[config.mk]
export PLATFORM = sky130hd
export DESIGN_NAME = alu_arbiter
export DESIGN_NICKNAME = d
export VERILOG_FILES = /design/src/rtl/alu_pkg.sv /design/src/rtl/alu.sv /design/src/rtl/alu_arbiter.sv
export SDC_FILE = /design/constraint.sdc
export NUM_CORES = 1
export LEC_CHECK = 0
export BUFFER_PORTS_ARGS = -buffer_cell sky130_fd_sc_hd__buf_2
export CORE_ASPECT_RATIO = 2
export CORE_MARGIN = 4
export CORE_UTILIZATION = 46
export CTS_CLUSTER_DIAMETER = 50
export CTS_CLUSTER_SIZE = 30
export DETAILED_ROUTE_END_ITERATION = 12
export PLACE_DENSITY = 0.76
export REMOVE_ABC_BUFFERS = 1
export SYNTH_ARGS = -nofsm -noshare
export SYNTH_HDL_FRONTEND = slang
export SYNTH_SLANG_ARGS = --single-unit
[constraint.sdc]
create_clock -name clk -period 5 [get_ports clk]
set_clock_uncertainty 0.1 [all_clocks]
set_input_delay 0.5 -clock clk [delete_from_list [all_inputs] [get_ports clk]]
set_output_delay 0.5 -clock clk [all_outputs]
set_load 0.1 [all_outputs]
[src/rtl/alu_pkg.sv]
// Shared types and constants for the two-requester ALU arbiter.
package alu_pkg;

    localparam int DATA_W = 8;

    typedef enum logic [2:0] {
        ALU_ADD = 3'b000,
        ALU_SUB = 3'b001,
        ALU_AND = 3'b010,
        ALU_OR  = 3'b011,
        ALU_XOR = 3'b100
    } alu_op_e;

    typedef enum logic [1:0] {
        IDLE = 2'b00,
        EXEC = 2'b01,
        RESP = 2'b10
    } state_e;

    // Opcodes above XOR are reserved and reported through rsp_err.
    function automatic logic is_illegal_op(input logic [2:0] op);
        return (op > 3'b100);
    endfunction

endpackage

[src/rtl/alu.sv]
// Combinational 8-bit ALU with zero/carry/overflow flags.
module alu
    import alu_pkg::*;
(
    input  logic [DATA_W-1:0] a,
    input  logic [DATA_W-1:0] b,
    input  logic [2:0]        op,
    output logic [DATA_W-1:0] result,
    output logic              zero,
    output logic              carry_out,
    output logic              overflow
);

    logic [DATA_W:0] w_sum;

    // Operation decode; reserved opcodes yield an all-zero result.
    always_comb begin
        w_sum     = {(DATA_W+1){1'b0}};
        result    = {DATA_W{1'b0}};
        carry_out = 1'b0;
        overflow  = 1'b0;
        case (op)
            ALU_ADD: begin
                w_sum     = {1'b0, a} + {1'b0, b};
                result    = w_sum[DATA_W-1:0];
                carry_out = w_sum[DATA_W];
                overflow  = (a[DATA_W-1] == b[DATA_W-1]) && (result[DATA_W-1] != a[DATA_W-1]);
            end
            ALU_SUB: begin
                // carry_out = 1 means no borrow
                w_sum     = {1'b0, a} + {1'b0, ~b} + {{DATA_W{1'b0}}, 1'b1};
                result    = w_sum[DATA_W-1:0];
                carry_out = w_sum[DATA_W];
                overflow  = (a[DATA_W-1] != b[DATA_W-1]) && (result[DATA_W-1] != a[DATA_W-1]);
            end
            ALU_AND: result = a & b;
            ALU_OR:  result = a | b;
            ALU_XOR: result = a ^ b;
            default: result = {DATA_W{1'b0}};
        endcase
        zero = (result == {DATA_W{1'b0}});
    end

endmodule

[src/rtl/alu_arbiter.sv]
// Round-robin arbiter sharing one ALU between two requesters with a
// fixed accept -> execute -> respond sequence.
module alu_arbiter
    import alu_pkg::*;
(
    input  logic              clk,
    input  logic              rst_n,
    input  logic [1:0]        req_valid,
    output logic [1:0]        req_ready,
    input  logic [DATA_W-1:0] a0,
    input  logic [DATA_W-1:0] b0,
    input  logic [DATA_W-1:0] a1,
    input  logic [DATA_W-1:0] b1,
    input  logic [2:0]        op0,
    input  logic [2:0]        op1,
    output logic [1:0]        rsp_valid,
    input  logic [1:0]        rsp_ready,
    output logic [DATA_W-1:0] rsp_result,
    output logic              rsp_zero,
    output logic              rsp_carry,
    output logic              rsp_overflow,
    output logic              rsp_err,
    output logic [7:0]        op_count
);

    state_e            r_state;
    state_e            w_state_nxt;
    logic              r_grant;
    logic              r_last_grant;
    logic [DATA_W-1:0] r_a;
    logic [DATA_W-1:0] r_b;
    logic [2:0]        r_op;
    logic [1:0]        r_rsp_valid;
    logic [DATA_W-1:0] r_result;
    logic              r_zero;
    logic              r_carry;
    logic              r_overflow;
    logic              r_err;
    logic [7:0]        r_count;

    logic              w_grant_sel;
    logic              w_accept;
    logic              w_handshake;
    logic [DATA_W-1:0] w_result;
    logic              w_zero;
    logic              w_carry;
    logic              w_overflow;

    alu u_alu (
        .a         (r_a),
        .b         (r_b),
        .op        (r_op),
        .result    (w_result),
        .zero      (w_zero),
        .carry_out (w_carry),
        .overflow  (w_overflow)
    );

    // State register.
    always_ff @(posedge clk or negedge rst_n) begin
        if (!rst_n) begin
            r_state <= IDLE;
        end else begin
            r_state <= w_state_nxt;
        end
    end

    // Next state, grant selection and accept/handshake strobes.
    always_comb begin
        w_state_nxt = r_state;
        w_accept    = 1'b0;
        w_handshake = 1'b0;
        req_ready   = 2'b00;
        if (req_valid == 2'b11) begin
            w_grant_sel = ~r_last_grant;
        end else if (req_valid[1]) begin
            w_grant_sel = 1'b1;
        end else begin
            w_grant_sel = 1'b0;
        end
        case (r_state)
            IDLE: begin
                // rst_n gating keeps req_ready low while reset is held
                if ((req_valid != 2'b00) && rst_n) begin
                    w_accept    = 1'b1;
                    req_ready   = w_grant_sel ? 2'b10 : 2'b01;
                    w_state_nxt = EXEC;
                end else begin
                    w_state_nxt = IDLE;
                end
            end
            EXEC: w_state_nxt = RESP;
            RESP: begin
                if (rsp_ready[r_grant]) begin
                    w_handshake = 1'b1;
                    w_state_nxt = IDLE;
                end else begin
                    w_state_nxt = RESP;
                end
            end
            default: w_state_nxt = IDLE;
        endcase
    end

    // Grant bookkeeping and operand capture on accept.
    always_ff @(posedge clk or negedge rst_n) begin
        if (!rst_n) begin
            r_grant      <= 1'b0;
            r_last_grant <= 1'b1;
            r_a          <= {DATA_W{1'b0}};
            r_b          <= {DATA_W{1'b0}};
            r_op         <= 3'b000;
        end else if (w_accept) begin
            r_grant      <= w_grant_sel;
            r_last_grant <= w_grant_sel;
            r_a          <= w_grant_sel ? a1 : a0;
            r_b          <= w_grant_sel ? b1 : b0;
            r_op         <= w_grant_sel ? op1 : op0;
        end
    end

    // Response registers: loaded in EXEC, held until the handshake.
    always_ff @(posedge clk or negedge rst_n) begin
        if (!rst_n) begin
            r_rsp_valid <= 2'b00;
            r_result    <= {DATA_W{1'b0}};
            r_zero      <= 1'b0;
            r_carry     <= 1'b0;
            r_overflow  <= 1'b0;
            r_err       <= 1'b0;
        end else if (r_state == EXEC) begin
            r_rsp_valid <= r_grant ? 2'b10 : 2'b01;
            r_result    <= w_result;
            r_zero      <= w_zero;
            r_carry     <= w_carry;
            r_overflow  <= w_overflow;
            r_err       <= is_illegal_op(r_op);
        end else if (w_handshake) begin
            r_rsp_valid <= 2'b00;
        end
    end

    // Completed-response counter, wraps silently.
    always_ff @(posedge clk or negedge rst_n) begin
        if (!rst_n) begin
            r_count <= 8'h00;
        end else if (w_handshake) begin
            r_count <= r_count + 8'h01;
        end
    end

    assign rsp_valid    = r_rsp_valid;
    assign rsp_result   = r_result;
    assign rsp_zero     = r_zero;
    assign rsp_carry    = r_carry;
    assign rsp_overflow = r_overflow;
    assign rsp_err      = r_err;
    assign op_count     = r_count;

endmodule

==> reports/summary.txt, run 1 <==
most frequent CP cell = sky130_fd_sc_hd__buf_2
layout cells sized above 1 = 23.8%
clk_lat worst skew = 0.29 ns
accumulated negative setup slack = 0 ns
count of state elements after synthesis = 45
Clock Tree Buf Depth = 2
area delta synth->final = 17.4%
Synth Cell Area = 0.00314 mm2
clock tree from TritonCTS = done
Startpoint Class = input pin
synthesized instance count = 343
Post-synth EDFFs = 0
Synth Flop Type = sky130_fd_sc_hd__dfrtp_1
vias = 2756
first-pass GRT wire length = 13.4 mm
most common cell after layout, fill and taps aside = sky130_fd_sc_hd__buf_2
worst rel slew slack = 42.6%
total of buffers placed on input and output ports = 67
top cell type by total area after synthesis = sky130_fd_sc_hd__dfrtp_1
part of the cycle the worst path needs = 60.5%
RSZ-0062 raised after global routing = no
number of vias per cell = 5.61
time the final worst path needs with I/O delays and setup = 3.02 ns
count of inserted antenna diode cells = 0
arrival time of the worst setup path = 2.42 ns
# Max-Cap Violations = 0
Fin. Hold Viols = 0
CP Class = input pin to primary output
post-synthesis average cell area = 9.15 um2
Core Rows = 42
nature of the critical path endpoint = primary output
slew at the pin closest to its max-slew limit = 0.861 ns
horizontal die dimension = 66.4 um
largest incremental delay on the critical path = 0.52 ns
count of TritonRoute iterations in the first routing pass = 4
post-CTS setup buffer count = 0
chain of cells forming the critical path = dlygate4sd3_1 -> buf_2 -> buf_4 -> nand2_1 -> nor2_1 -> buf_2
Highest Clock Rate = 331 MHz
final setup violation count = 0
number of max-slew violations in the final report = 0
post-CTS clock slew at the launch and capture registers of the worst setup and hold paths = 0.06 ns
commonest cells after routing, fill and taps aside = 67 x sky130_fd_sc_hd__buf_2, 44 x sky130_fd_sc_hd__dfrtp_1, 40 x sky130_fd_sc_hd__nand2_1
core area = 0.00662 mm2
count of unique library cells instantiated by Yosys = 59
Critical Path Fanout Max = 37
Yosys Warn Count = 0
share of async-settable or async-resettable flops after synthesis = 100%
slowest stage cell on the critical path = sky130_fd_sc_hd__dlygate4sd3_1
sequential area share after synthesis = 35.9%
H-Tree Depth = 2
R2R cell count = 8
die height = 125 um
initial core utilization = 47.4%
initial antenna violation count = 0
gr usage total = 20.5%
Final Wtd Congestion = 0.912
status = finished clean
sum of net half-perimeters after detailed placement = 6.22 mm
DRT antenna net count = 0
required time at the worst-slack endpoint = 4.40 ns
Yosys top cell area share = 35.1%
total routed wirelength = 7.78 mm
TritonCTS sink count = 45
drt drc = 0
number of global-route vias before repair = 2903
Iteration-0 DRC Markers = 119
largest net degree at the start of global routing = 42
number of cells on the worst hold path = 2
number of CTS-inserted buffers = 5
Routed WL per cell = 15.8 um
total die area = 0.00828 mm2
path type of the worst min-delay path = flip-flop to flip-flop
root buffer cell = sky130_fd_sc_hd__clkbuf_16
largest cells by area after synthesis = sky130_fd_sc_hd__dfrtp_1 35%, sky130_fd_sc_hd__ha_1 10%, sky130_fd_sc_hd__mux2i_1 6.7%
total global routing overflow = 0
I/O pins = 68
Layout Nets = 473
per-layer routing:
metal / vias to the layer above / global-route usage (%) / wire, um
met1: 1316 / 21.9 / 2650
met4: 0 / 10.8 / 380
met5: - / 0 / 0
met3: 28 / 2.53 / 268
met2: 83 / 37.4 / 4470
li1: 1329 / - / -
flip-flops by register name, summed over array words and instances (netlist names):
| name | count |
|---|---|
| r_a | 8 |
| r_grant | 1 |
| rsp_valid | 2 |
| r_op | 3 |
| rsp_carry | 1 |
| rsp_err | 1 |
| rsp_zero | 1 |
| op_count | 8 |
| r_last_grant | 1 |
| rsp_result | 8 |
| rsp_overflow | 1 |
| r_state | 2 |
| r_b | 8 |
synthesized netlist by cell type (all sizes together) (2+ instances only):
| cell | number |
|---|---|
| a21oi | 10 |
| a211o | 2 |
| buf | 9 |
| a22oi | 3 |
| xnor2 | 8 |
| clkbuf | 10 |
| ha | 25 |
| nor3 | 6 |
| inv | 24 |
| a31oi | 3 |
| or3 | 3 |
| fa | 2 |
| nor2 | 14 |
| mux2 | 7 |
| xor2 | 3 |
| o21bai | 3 |
| and3 | 7 |
| nand4 | 3 |
| nand3 | 4 |
| a211oi | 4 |
| o31ai | 4 |
| or2 | 3 |
| o21ai | 35 |
| nand2b | 4 |
| nand2 | 40 |
| mux2i | 21 |
| or4 | 2 |
| a21o | 4 |
| nor2b | 7 |
| dfrtp | 44 |
| o22ai | 6 |
| nor4 | 4 |
metrics by stage:
stage          hold slack [ns]  cell area (um2)  utilization, %  std cells  worst slack, ns
4_1_cts                  0.388             3680            55.6        491             1.93
5_1_grt                  0.414             3680            55.6        491             1.76
3_3_place_gp             0.272             3520            53.2        482             2.27
6_report                 0.380             3680            55.6        491             1.98
2_1_floorplan            0.104             3050               -        324             1.50
3_5_place_dp             0.274             3520            53.2        482             2.33
worst paths after layout:
| check | startpoint | endpoint | slack (ns) |
|---|---|---|---|
| setup / recovery | rst_n | req_ready[0] | 1.98 |
| hold / removal | rsp_overflow$_DFFE_PN0P_ | rsp_overflow$_DFFE_PN0P_ | 0.38 |
| setup reg to reg | r_a[4]$_DFFE_PN0P_ | rsp_result[6]$_DFFE_PN0P_ | 2.28 |
| hold reg to reg | rsp_overflow$_DFFE_PN0P_ | rsp_overflow$_DFFE_PN0P_ | 0.38 |
| max in group asynchronous | rst_n | r_a[4]$_DFFE_PN0P_ | 3.57 |
| min in group asynchronous | rst_n | r_b[7]$_DFFE_PN0P_ | 0.50 |
repair_timing:
| action | CTS | global route |
|---|---|---|
| setup endpoints to repair | 0 | 0 |
| hold endpoints to repair | 8 | 0 |
| gates resized for setup | 0 | 0 |
| hold buffers | 1 | 0 |
worst max-delay path, delay by kind of cell:
| family | cells | cell delay (ns) |
|---|---|---|
| and+or+nand+nor | 2 | 0.25 |
| buffers and inverters | 4 | 1.65 |
kinds of logic (layout without fill, tap and decap cells):
family                     after synthesis  in the layout  synth area share (%)
DFF                                     45             45                  35.9
muxes                                   29             29                  9.93
adders and majority gates               27             27                  11.2
xor gates and xnor gates                11             11                  3.07
AOI/OAI and AO/OA                       86             86                  17.9
buffers and inverters                   43            103                  5.58
and+or+nand+nor                        102            102                  16.3
area by class of cell:
class	instances	area, um2
multi-input combinational	255	1840
tap	88	110
clock inverter	3	22.5
fill	637	2940
clock buffer	5	125
timing repair buffer	71	368
sequential	45	1130
inverter	24	90.1
Power of run 1 is not shown: default switching activity piles up to over one toggle a cycle in this logic, so the estimate is an artifact.
==> inputs of run 2 (changes only) <==
--- a/config.mk
+++ b/config.mk
@@ -5,6 +5,7 @@
 export SDC_FILE = /design/constraint.sdc
 export NUM_CORES = 1
 export LEC_CHECK = 0
+export ABC_AREA = 1
 export BUFFER_PORTS_ARGS = -buffer_cell sky130_fd_sc_hd__buf_2
 export CORE_ASPECT_RATIO = 2
 export CORE_MARGIN = 4
@@ -12,7 +13,7 @@
 export CTS_CLUSTER_DIAMETER = 50
 export CTS_CLUSTER_SIZE = 30
 export DETAILED_ROUTE_END_ITERATION = 12
-export PLACE_DENSITY = 0.76
+export PLACE_DENSITY = 0.79
 export REMOVE_ABC_BUFFERS = 1
 export SYNTH_ARGS = -nofsm -noshare
 export SYNTH_HDL_FRONTEND = slang
==> constraint.sdc (replaced) <==
create_clock -name clk -period 2.5 [get_ports clk]
set_clock_uncertainty 0.1 [all_clocks]
set_input_delay 0.25 -clock clk [delete_from_list [all_inputs] [get_ports clk]]
set_output_delay 0.25 -clock clk [all_outputs]
set_load 0.1 [all_outputs]
==> run 2 against run 1 <==
Synthesized cell count increased by 25%. Die area fell by 0.90%. Worst setup slack worse by 1.9 ns. Sequential cell count is the same. Sequential share of layout area down 0.76 points. Via count up 6.8%. Largest cell class unchanged. Highest routed layer unchanged.
==> reports/summary.txt, run 2 <==
Core Rows = 42 (unchanged)
final worst setup slack = 0.111 ns (-1.87 ns)
drt drc = 0 (unchanged)
post-CTS clock slew at the launch and capture registers of the worst setup and hold paths = 0.06 ns (about the same)
Synth Cell Area = 0.00311 mm2 (-1.0%)
chain of cells forming the critical path = dlygate4sd3_1 -> buf_2 -> o21ai_0 -> nor3_2 -> buf_6 -> inv_1 -> nor2_1 -> buf_6 -> buf_12
area of combinational cells with multiple inputs = 0.00169 mm2 (-8.0%)
arrival time of the worst setup path = 2.04 ns (-0.38 ns)
CP Class = input pin to primary output
DRT antenna net count = 0 (unchanged)
count of inserted antenna diode cells = 0 (unchanged)
Post-synth EDFFs = 0 (unchanged)
Bufs and invs on worst path = 6 (+2)
Final Wtd Congestion = 0.915 (+0.37%)
Critical Path Fanout Max = 21 (-43%)
Layout Nets = 567 (+20%)
Yosys top cell area share = 35.5% (+0.35 points)
Iteration-0 DRC Markers = 196 (+65%)
core area = 0.00662 mm2 (unchanged)
count of TritonRoute iterations in the first routing pass = 4 (unchanged)
Synth Flop Type = sky130_fd_sc_hd__dfrtp_1
layout cells sized above 1 = 19.3% (-4.5 points)
Startpoint Class = input pin
H-Tree Depth = 2 (unchanged)
time the final worst path needs with I/O delays and setup = 2.39 ns
slowest stage cell on the critical path = sky130_fd_sc_hd__dlygate4sd3_1
post-synthesis average cell area = 7.26 um2 (-21%)
number of CTS-inserted buffers = 5 (unchanged)
initial antenna violation count = 0 (unchanged)
count of state elements after synthesis = 45 (unchanged)
slew at the pin closest to its max-slew limit = 0.567 ns (-0.293 ns)
dpl cells = 576 (+20%)
total die area = 0.00821 mm2 (-0.90%)
post-route insts no fill = 585 (+19%)
timing startpoint of the critical path = rst_n
root buffer cell = sky130_fd_sc_hd__clkbuf_16
detailed-routed wire length on met2 = 4.50 mm (+0.60%)
top cell type by total area after synthesis = sky130_fd_sc_hd__dfrtp_1
count of unique library cells instantiated by Yosys = 33 (-44%)
TritonCTS sink count = 45 (unchanged)
number of max-slew violations in the final report = 0 (unchanged)
required time at the worst-slack endpoint = 2.15 ns (-2.25 ns)
Fin. Hold Viols = 0 (unchanged)
horizontal die dimension = 66.1 um (-0.44%)
final setup violation count = 0 (unchanged)
number of vias per cell = 5.03 (-10%)
number of global-route vias before repair = 3079 (+6.1%)
sequential area share after synthesis = 36.3% (+0.36 points)
most common cell after layout, fill and taps aside = sky130_fd_sc_hd__nand2_1
largest cells by area after synthesis = sky130_fd_sc_hd__dfrtp_1 35%, sky130_fd_sc_hd__nand2_1 17%, sky130_fd_sc_hd__ha_1 10%
sum of net half-perimeters after detailed placement = 6.42 mm (+3.3%)
initial core utilization = 46.9% (-0.47 points)
area delta synth->final = 21.6%
routed metal-1 wirelength = 2.94 mm (+11%)
largest net degree at the start of global routing = 46 (+9.5%)
Layout Utilization = 57.0% (+1.4 points)
first-pass GRT wire length = 14.0 mm (+4.7%)
gr usage total = 21.6% (+1.0 points)
vias = 2943 (+6.8%)
total global routing overflow = 0 (unchanged)
worst rel slew slack = 62.2% (+20 points)
share of async-settable or async-resettable flops after synthesis = 100% (unchanged)
path type of the worst min-delay path = input pin to flip-flop
min-delay src = op0[1]
status = finished clean
part of the cycle the worst path needs = 95.5%
beginning of the worst register-to-register path = r_a[4]$_DFFE_PN0P_
I/O pins = 68 (unchanged)
most frequent CP cell = sky130_fd_sc_hd__buf_6
largest incremental delay on the critical path = 0.53 ns (about the same)
fill cell instance count of the final layout = 679 (+6.6%)
RSZ-0062 raised after global routing = yes
cell with the most instances after synthesis = sky130_fd_sc_hd__nand2_1
total of buffers placed on input and output ports = 67 (unchanged)
clk_lat worst skew = 0.29 ns (about the same)
clock tree from TritonCTS = done
total routed wirelength = 7.99 mm (+2.7%)
Routed WL per cell = 13.7 um (-14%)
# Max-Cap Violations = 0 (unchanged)
top layer reached by signal wires = met4
Clock Tree Buf Depth = 2 (unchanged)
Placement Setup Slack = 0.291 ns (-2.03 ns)
commonest cells after routing, fill and taps aside = 141 x sky130_fd_sc_hd__nand2_1, 65 x sky130_fd_sc_hd__buf_2, 56 x sky130_fd_sc_hd__inv_1
nature of the critical path endpoint = primary output
top cells by instance count after synthesis = 141 x sky130_fd_sc_hd__nand2_1, 57 x sky130_fd_sc_hd__inv_1, 44 x sky130_fd_sc_hd__dfrtp_1
register area = 0.00113 mm2 (unchanged)
synthesized instance count = 428 (+25%)
total met3 wirelength after detailed routing = 265 um (-1.1%)
Top delay family on crit path = buffers and inverters
die height = 124 um (-0.46%)
Yosys Warn Count = 0 (unchanged)
Highest Clock Rate = 419 MHz
==> run 2: changes by cell type after synthesis, moves of 5 or more <==
cell                       previous run  this run
sky130_fd_sc_hd__inv_2                0         5
sky130_fd_sc_hd__inv_1               24        57
sky130_fd_sc_hd__nor2_1              14        30
sky130_fd_sc_hd__and3_1               7         0
sky130_fd_sc_hd__nand3_1              4        33
sky130_fd_sc_hd__nand4_1              3         8
sky130_fd_sc_hd__nor2b_1              6         0
sky130_fd_sc_hd__mux2i_1             21         0
sky130_fd_sc_hd__xnor2_1              8         2
sky130_fd_sc_hd__mux2_2               7         1
sky130_fd_sc_hd__clkbuf_1            10         4
sky130_fd_sc_hd__nand2_1             40       141
sky130_fd_sc_hd__o21ai_0             34        13
sky130_fd_sc_hd__o211ai_1             0        18
==> run 2: repair_timing <==
action | CTS | global route
hold buffers | 1 | 0
endpoints found under the hold margin | 44 | 0
setup endpoints to repair | 0 | 2
buffers inserted | 0 | 0
resized for setup | 0 | 3
==> run 2: path summary, 6_finish.rpt <==
check / slack, ns / depth (start not counted) / end
max in group asynchronous: 1.41 / 3 / rsp_result[7]$_DFFE_PN0P_
min in group asynchronous: 0.50 / 3 / r_op[1]$_DFFE_PN0P_
max reg2reg: 0.28 / 12 / rsp_zero$_DFFE_PN0P_
max: 0.11 / 9 / req_ready[0]
min reg2reg: 0.36 / 1 / op_count[7]$_DFFE_PN0P_
min: 0.06 / 3 / r_op[1]$_DFFE_PN0P_
==> run 2: area by class of cell <==
type | instances | area share (%)
inverters | 62 | 6.26
clock inverters | 3 | 1.72
multi-input cells | 309 | 44.8
flip-flops and latches | 45 | 29.9
repair buffers | 73 | 11.1
clock buffers | 5 | 3.31
well taps | 88 | 2.92
==> run 2: kinds of logic (layout without fill, tap and decap cells) <==
| kind of cell | after synthesis | count (layout) | share of synthesized area, % |
|---|---|---|---|
| buf+inv | 74 | 143 | 9.43 |
| xor+xnor | 9 | 9 | 2.54 |
| flops | 45 | 45 | 36.3 |
| mux | 1 | 1 | 0.363 |
| compound gates | 50 | 50 | 9.87 |
| simple gates | 222 | 222 | 30.1 |
| fa+ha+maj | 27 | 27 | 11.4 |
==> run 2: layer usage <==
| layer | global-route usage (%) | vias to the layer above |
|---|---|---|
| met3 | 2.53 | 19 |
| met2 | 40.6 | 67 |
| met1 | 22.6 | 1359 |
| li1 | - | 1498 |
| met5 | 0 | - |
| met4 | 9.58 | 0 |
==> run 2: stage by stage <==
stage / TNS, ns / hold slack, ns / instance area (um2)
after global placement: 0 / 0.284 / 3560
after CTS: 0 / 0.0629 / 3760
after floorplan: -31.67 / -0.146 / 3050
final: 0 / 0.0649 / 3770
after global routing: -0.0625 / 0.0905 / 3770
after detailed placement: 0 / 0.287 / 3560
==> run 2: worst min-delay path, stage by stage <==
cell	delay [ns]
sky130_fd_sc_hd__buf_2	0.07
sky130_fd_sc_hd__nand2_1	0.04
sky130_fd_sc_hd__nand3_1	0.06
Power of run 2 is left out for the same reason.
